[src/rtl/ifid_skid_queue.sv]
// IF/ID pipeline register with an in-order skid queue for fetch responses that return while decode is held.
// Build option: define IFID_HWM_EN to keep a queue-occupancy high-water mark on q_hwm (otherwise q_hwm is 0).
module ifid_skid_queue #(
  parameter int               XLEN   = 32,
  parameter int               DEPTH  = 2,
  parameter logic [XLEN-1:0]  BUBBLE = 32'h0000_0013
) (
  input  logic                         clk,
  input  logic                         rst,
  input  logic                         stall,
  input  logic                         IM_stall,
  input  logic                         DM_stall,
  input  logic                         flush,
  input  logic                         F_valid,
  input  logic [XLEN-1:0]              F_pc,
  input  logic [XLEN-1:0]              F_inst,
  input  logic                         F_PredictTaken,
  output logic                         F_ready,
  output logic [XLEN-1:0]              D_pc,
  output logic [XLEN-1:0]              D_inst,
  output logic                         D_PredictTaken,
  output logic                         D_valid,
  output logic [$clog2(DEPTH+1)-1:0]   q_count,
  output logic                         q_ovf,
  output logic [$clog2(DEPTH+1)-1:0]   q_hwm
);

  localparam int CW = $clog2(DEPTH + 1);
  localparam int PW = (DEPTH > 1) ? $clog2(DEPTH) : 1;

  // Handshake: F_valid is a response, not a request; it is never back-pressured.
  // F_ready only advertises free queue space. A valid response arriving while
  // the queue is full and decode is held is dropped and latched into q_ovf.

  logic [XLEN-1:0] mem_pc   [DEPTH];
  logic [XLEN-1:0] mem_inst [DEPTH];
  logic            mem_pt   [DEPTH];

  logic [PW-1:0] head, tail;
  logic [CW-1:0] count;
  logic          flush_pend;

  logic mem_stall, hold, eff_flush, full, empty;
  logic push, pop, ovf_set, d_load;
  logic [XLEN-1:0] nxt_pc, nxt_inst;
  logic            nxt_pt, nxt_valid;

  function automatic logic [PW-1:0] next_ptr(input logic [PW-1:0] p);
    return (p == PW'(DEPTH - 1)) ? '0 : p + 1'b1;
  endfunction

  assign mem_stall = IM_stall | DM_stall;
  assign hold      = stall | mem_stall;
  assign eff_flush = (flush | flush_pend) & ~mem_stall;
  assign full      = (count == CW'(DEPTH));
  assign empty     = (count == '0);
  assign F_ready   = ~full;
  assign q_count   = count;

  always_comb begin
    push      = 1'b0;
    pop       = 1'b0;
    ovf_set   = 1'b0;
    d_load    = 1'b0;
    nxt_pc    = '0;
    nxt_inst  = BUBBLE;
    nxt_pt    = 1'b0;
    nxt_valid = 1'b0;
    if (eff_flush) begin
      d_load = 1'b1;
    end else if (flush || flush_pend) begin
      // Flush waiting on a memory stall: everything frozen, fetches are wrong-path.
    end else if (hold) begin
      push    = F_valid & ~full;
      ovf_set = F_valid & full;
    end else begin
      d_load = 1'b1;
      if (!empty) begin
        pop       = 1'b1;
        push      = F_valid;
        nxt_pc    = mem_pc[head];
        nxt_inst  = mem_inst[head];
        nxt_pt    = mem_pt[head];
        nxt_valid = 1'b1;
      end else if (F_valid) begin
        nxt_pc    = F_pc;
        nxt_inst  = F_inst;
        nxt_pt    = F_PredictTaken;
        nxt_valid = 1'b1;
      end
    end
  end

  // Storage needs no reset; occupancy is tracked by the pointers and count.
  always_ff @(posedge clk) begin
    if (push) begin
      mem_pc[tail]   <= F_pc;
      mem_inst[tail] <= F_inst;
      mem_pt[tail]   <= F_PredictTaken;
    end
  end

  always_ff @(posedge clk) begin
    if (rst) begin
      head           <= '0;
      tail           <= '0;
      count          <= '0;
      flush_pend     <= 1'b0;
      q_ovf          <= 1'b0;
      D_pc           <= '0;
      D_inst         <= BUBBLE;
      D_PredictTaken <= 1'b0;
      D_valid        <= 1'b0;
    end else begin
      if (d_load) begin
        D_pc           <= nxt_pc;
        D_inst         <= nxt_inst;
        D_PredictTaken <= nxt_pt;
        D_valid        <= nxt_valid;
      end
      if (eff_flush) begin
        head       <= '0;
        tail       <= '0;
        count      <= '0;
        flush_pend <= 1'b0;
      end else begin
        if (flush) flush_pend <= 1'b1;
        if (pop)  head <= next_ptr(head);
        if (push) tail <= next_ptr(tail);
        if (push && !pop)      count <= count + 1'b1;
        else if (pop && !push) count <= count - 1'b1;
      end
      if (ovf_set) q_ovf <= 1'b1;
    end
  end

`ifdef IFID_HWM_EN
  logic [CW-1:0] hwm;

  always_ff @(posedge clk) begin
    if (rst) hwm <= '0;
    else if (count > hwm) hwm <= count;
  end

  assign q_hwm = hwm;
`else
  assign q_hwm = '0;
`endif

endmodule
[config.mk]
export PLATFORM = sky130hd
export DESIGN_NAME = ifid_skid_queue
export DESIGN_NICKNAME = d
export VERILOG_FILES = /design/src/rtl/ifid_skid_queue.sv
export SDC_FILE = /design/constraint.sdc
export NUM_CORES = 1
export LEC_CHECK = 0
export CAP_MARGIN = 20
export CORE_UTILIZATION = 30
export CTS_BUF_LIST = sky130_fd_sc_hd__clkbuf_8
export CTS_CLUSTER_SIZE = 28
export DETAILED_ROUTE_END_ITERATION = 12
export HOLD_SLACK_MARGIN = 0.02
export PLACE_DENSITY = 0.5
export RECOVER_POWER = 25
export REMOVE_ABC_BUFFERS = 1
export SLEW_MARGIN = 20
export SYNTH_ARGS = -nofsm -noshare
export SYNTH_HDL_FRONTEND = slang
export SYNTH_SLANG_ARGS = --single-unit
[constraint.sdc]
create_clock -name clk -period 7.3 [get_ports clk]
set_input_delay 1.825 -clock clk [delete_from_list [all_inputs] [get_ports clk]]
set_output_delay 1.825 -clock clk [all_outputs]
set_load 0.005 [all_outputs]
; Word-level counts from Yosys, hierarchy flattened
; Memory sizes are Yosys's and may differ from the RTL's. A register that Yosys moved wholly into a read port is not among the register bits.
; Cells that the tools add are included.
[word_totals]
mem_bits_rw = 130
output_inout_bits = 72
regBits = 72
inputBits = 72
wordCells = 79
memories = 3
[classes]
mux = 46
n_reduce_logical = 8
bitwise_logic = 8
n_eq_ne = 1
n_addsub = 4
[memory_table]
columns = memory, depth, width, rd, rd_ports_with_merged_regs, write_ports, line
row1 = mem_inst, 2, 32, 1, 1, 1, 36  ; logic [XLEN-1:0] mem_inst [DEPTH];
row2 = mem_pc, 2, 32, 1, 1, 1, 35  ; logic [XLEN-1:0] mem_pc [DEPTH];
row3 = mem_pt, 2, 1, 1, 1, 1, 37  ; logic mem_pt [DEPTH];
[ops]
columns = cell, n
row1 = $mux 32, 10
row2 = $mux 1, 34
row3 = $mux 2, 2
row4 = $and 1x1->1, 3
row5 = $or 1x1->1, 3
row6 = $add 1x1->1 const B, 2
row7 = $add 2x1->2 const B, 1
row8 = $eq 2x2->1 const B, 1
row9 = $logic_and 1x1->1, 2
row10 = $logic_not 1->1, 2
row11 = $logic_not 2->1, 1
row12 = $not 1->1, 2
row13 = $reduce_bool 2->1, 1
row14 = $reduce_or 2->1, 1
row15 = $sub 2x1->2 const B, 1
row16 = $logic_or 1x1->1, 1

; Logic depth before layout (Yosys ltp)
[logic_depth]
ltp_word = 10
mapped_depth = 8
ltp_nobuf = 8

; Worst setup path before layout
; OpenSTA, ideal clock, no wires.
[synth_path]
path_kind = input -> register
start = in DM_stall
end = mem mem_inst[0][0] (enable)
path_buffers = 0
cell_stages = 4
setup_ps = 496
t_required_ps = 6804
arrival_time_ps = 5572
path_slack_ps = 1233
cell_sequence = nor3_2 -> nor2_1 -> a211oi_1 -> nor2b_1
[synth_between]
elab_chain_cells = 7
elab_cells_between_ends = 9
cone_classes = mux (5) / bitwise (4)
[synth_rtl]
columns = item, line
row1 = start: declaration, 12  ; input logic DM_stall,
row2 = $or 1x1->1 *, 52  ; assign mem_stall = IM_stall | DM_stall;
row3 = $or 1x1->1, 53  ; assign hold = stall | mem_stall;
row4 = $mux 1, 73  ; end else if (hold) begin
row5 = $mux 1, 71  ; end else if (flush || flush_pend) begin
row6 = $mux 1 *, 69  ; if (eff_flush) begin
row7 = via push, 44  ; logic push, pop, ovf_set, d_load;
row8 = $mux 1 *, 96  ; if (push) begin
row9 = $mux 1 (implied by the code) *, 98  ; mem_inst[tail] <= F_inst;
row10 = end: declaration, 36
; Mark *: on every way through the listed nets, which the timed path passes. The rest lies on a longest branch.

; Final worst setup path
[layout_path]
start = in DM_stall
end = mem mem_inst[0][12] (enable)
; Same word-level chain as after synthesis.

==> metrics.md <==
| Metric | Value |
|---|---|
| Final-report setup violation count | 0 |
| Gpl congestion | 0.699 |
| First-pass GRT wire length | 27900 um |
| Max cap viols | 0 |
| Worst slew pin tran | 0.959 ns |
| Worst hold path class | register to register |
| Layout cell share with drive strength beyond 1 | 0.0915 |
| Die area | 26000 um2 |
| Yosys top cell by area | edfxtp_1 |
| CP bufs+invs | 2 |
| Final net count | 765 |
| Core ar. | between 20000 and 25000 um2 |
| Area Overhead vs Synth | 31.9% |
| Reg area | approximately 5400 um2 |
| Largest net degree at the start of global routing | 66 |
| CP arrival | about 4.4 ns |
| Crit path depth | 6 |
| CP max stage delay | between 0.7 and 0.8 ns |
| Post-synth top area share | 0.513 |
| Synth area leaders | edfxtp_1 51%, dfxtp_1 19%, mux2i_1 8.7%, a221o_1 5.8%, nor2_1 3.6% |
| Area of the multi-input gates | 2090 um2 |
| Count leader, synth | edfxtp_1 |
| Vias in the first global route | 5098 |
| Worst Clk Skew | 0.0114 ns |
| Gr ovfl total | 0 |
| Critical Path, Cell by Cell | clkdlybuf4s50_1, nor3_2, nor2_1, a211oi_1, nor2b_4, buf_4 |
| Clock root buffer | clkbuf_8 |
| Avg Cell Area, Syn | 14.2 um2 |
| Die extent in x | around 160 um |
| Register area share after synthesis | 0.705 |
| Power per Cell Area | 238 nW/um2 |
| R2r setup slk | 4.64 ns |
| Synth Register Bits | just over 200 |
| Hpwl dp | approximately 11000 um |
| Unique masters post-synth | 39 |
| Cts repair resizes | 0 |
| Fill count | 2316 |
| Tmin final | approximately 4.2 ns |
| Leakage power | 3.45 nW |
| WL/cell | 16.7 um |
| TritonCTS Buffers | 37 |
| CTS tree | built |
| Top delay family on crit path | buffers and inverters |
| Crit Path Max Fanout | 65 |
| CP startpoint | DM_stall |
| DR vias | just under 5000 |
| Top cell types by occurrence after synthesis | 130 x edfxtp_1, 74 x nor2_1, 73 x dfxtp_1, 66 x mux2i_1, 60 x nand2_1 |
| Worst-path clk slew | 0.05 ns |
| R2r startpoint | q_count[0] |
| Boundary pin count | 144 |
| VDD IR max | ~0.11 mV |
| Vias per cell | 4.68 |
| Max_slew headroom | 0.361 |
| Critical setup path kind | primary input to register |
| Netlist Area Pre-Place | between 7000 and 8000 um2 |
| DRT iter0 DRCs | 307 |
| Initial Util | 0.309 |
| RSZ-0062 raised after global routing | no |
| Reg2reg path depth | 5 |
| Final setup margin | 3.08 ns |
| Die Ht | around 160 um |
| Post-CTS setup buffers | 0 |
| FMAX | 0.237 GHz |
| WL final | between 15000 and 20000 um |
| CP startpoint kind | primary input |
| Fin crit share | 0.578 |
| WP data required | 7.43 ns |
| End point of the critical path | mem_inst[0][12] |
| Final routed DRC violation total | 0 |
| Clk_lat worst skew | 0.51 ns |
| Final TNS setup | 0 ns |
| Place WS | 2.52 ns |
| All-Layer GR Usage | 0.137 |
| Status | completed |
| CTS Hold Bufs | 0 |
| CTS Buffer Depth | 3 |
| Syn Inst Count | around 540 |
| Slowest CP cell | buf_4 |
| EDFF count, synth | 130 |
| Port Buffers | about 140 |
| Row Count | 57 |
| Async set-reset flop share out of synthesis | 0 |
| RR Endpoint | mem_inst[0][12] |
| Top_reg_cell synth | edfxtp_1 |
| Router iterations before antenna repair | 4 |
| CP Capture Type | register |
| Initial antenna violation count | 3 |
| H-tree depth | 2 |
| CTS sink count | just over 200 |
| Post-DRT Antenna Nets | 0 |
| Ys Warns | 0 |
| Final Hold Viols | 0 |
| Max-slew violations | 0 |
## cell type report
type	count	area share
multi-input cells	300	0.208
repair buffers	149	0.148
diodes	2	0.000499
flip-flops and latches	203	0.535
inverters	1	0.000374
clock buffers	42	0.0576
clock inverters	26	0.0103
well taps	324	0.0404
## cells by family after synthesis
kind of cell    after synthesis  share of synthesized area
xor+xnor                      4                    0.00460
buf+inv                      35                     0.0238
fa+ha+maj                     1                    0.00164
compound gates               74                     0.0893
mux                          66                     0.0868
simple gates                153                     0.0884
other cells                   1                   0.000493
flops                       203                      0.705
## metal layers
| layer | vias to the layer above | share of wire | wire length, um | track usage |
|---|---|---|---|---|
| met3 | 34 | 0.070 | 1230 | 0.0388 |
| li1 | 2343 | - | - | - |
| met4 | 2 | 0.019 | 332 | 0.0485 |
| met2 | 171 | 0.43 | 7420 | 0.206 |
| met5 | - | 0.00057 | 10 | 0 |
| met1 | 2348 | 0.48 | 8460 | 0.190 |
## flip-flops by register name, indices dropped and copies added, names as in the netlist, 2 cells and up, named ones only
register,flops
D_inst,32
q_count,2
D_pc,32
mem_pt,2
mem_pc,64
mem_inst,64
## per-stage QoR
step	area [um2]	total power [mW]	cells	hold WS [ns]	util
after detailed placement	9350	1.46	977	0.458	0.380
after global routing	10000	2.49	1045	0.487	0.408
after global placement	9330	1.45	976	0.446	0.379
after floorplan	7440	1.36	504	0.436	-
final	10000	2.39	1047	0.463	0.408
after CTS	10000	2.44	1045	0.467	0.408
## power by group
part	switching [mW]	leakage, nW	internal [mW]
sequential	0.0107	1.77	1.26
clock	0.445	0.425	0.524
combinational	0.0897	1.26	0.0681
total	0.545	3.45	1.85
## worst min-delay path by stage
stage	from	endpoint	depth (start not counted)
after floorplan	q_ovf	q_ovf	2
after global placement	D_valid	D_valid	2
after detailed placement	q_ovf	q_ovf	2
after CTS	q_ovf	q_ovf	2
after global routing	q_ovf	q_ovf	2
final	q_ovf	q_ovf	2
## worst register-to-register path: cells and delay by family (launching register included)
kind / cells / cell delay [ns]
buffers and inverters: 2 / 0.94
AO/OA/AOI/OAI: 1 / 0.54
flip-flops: 1 / 0.42
AND/OR/NAND/NOR: 2 / 0.31
## cells in the final DEF, fill, tap and decap left out, drive strengths merged
cell type and n:
dfxtp 73, ha 1, a211o 1, xnor2 1, buf 8, nand3b 3
clkdlybuf4s50 90, clkinvlp 1, nor2b 1, inv 22, o21bai 3, or3 3
nand3 1, mux2i 66, a21oi 5, edfxtp 130, o21ai 1, or3b 1
conb 2, dlygate4sd3 51, a221o 44, xor2 3, nand4b 1, nor3 3
and2 1, diode 2, nor2 75, a211oi 2, nor4 1, clkinv 4
or2 2, a32oi 18, clkbuf 42, nand2 60, nand2b 1
No activity file was read; power rests on OpenSTA's default activity.
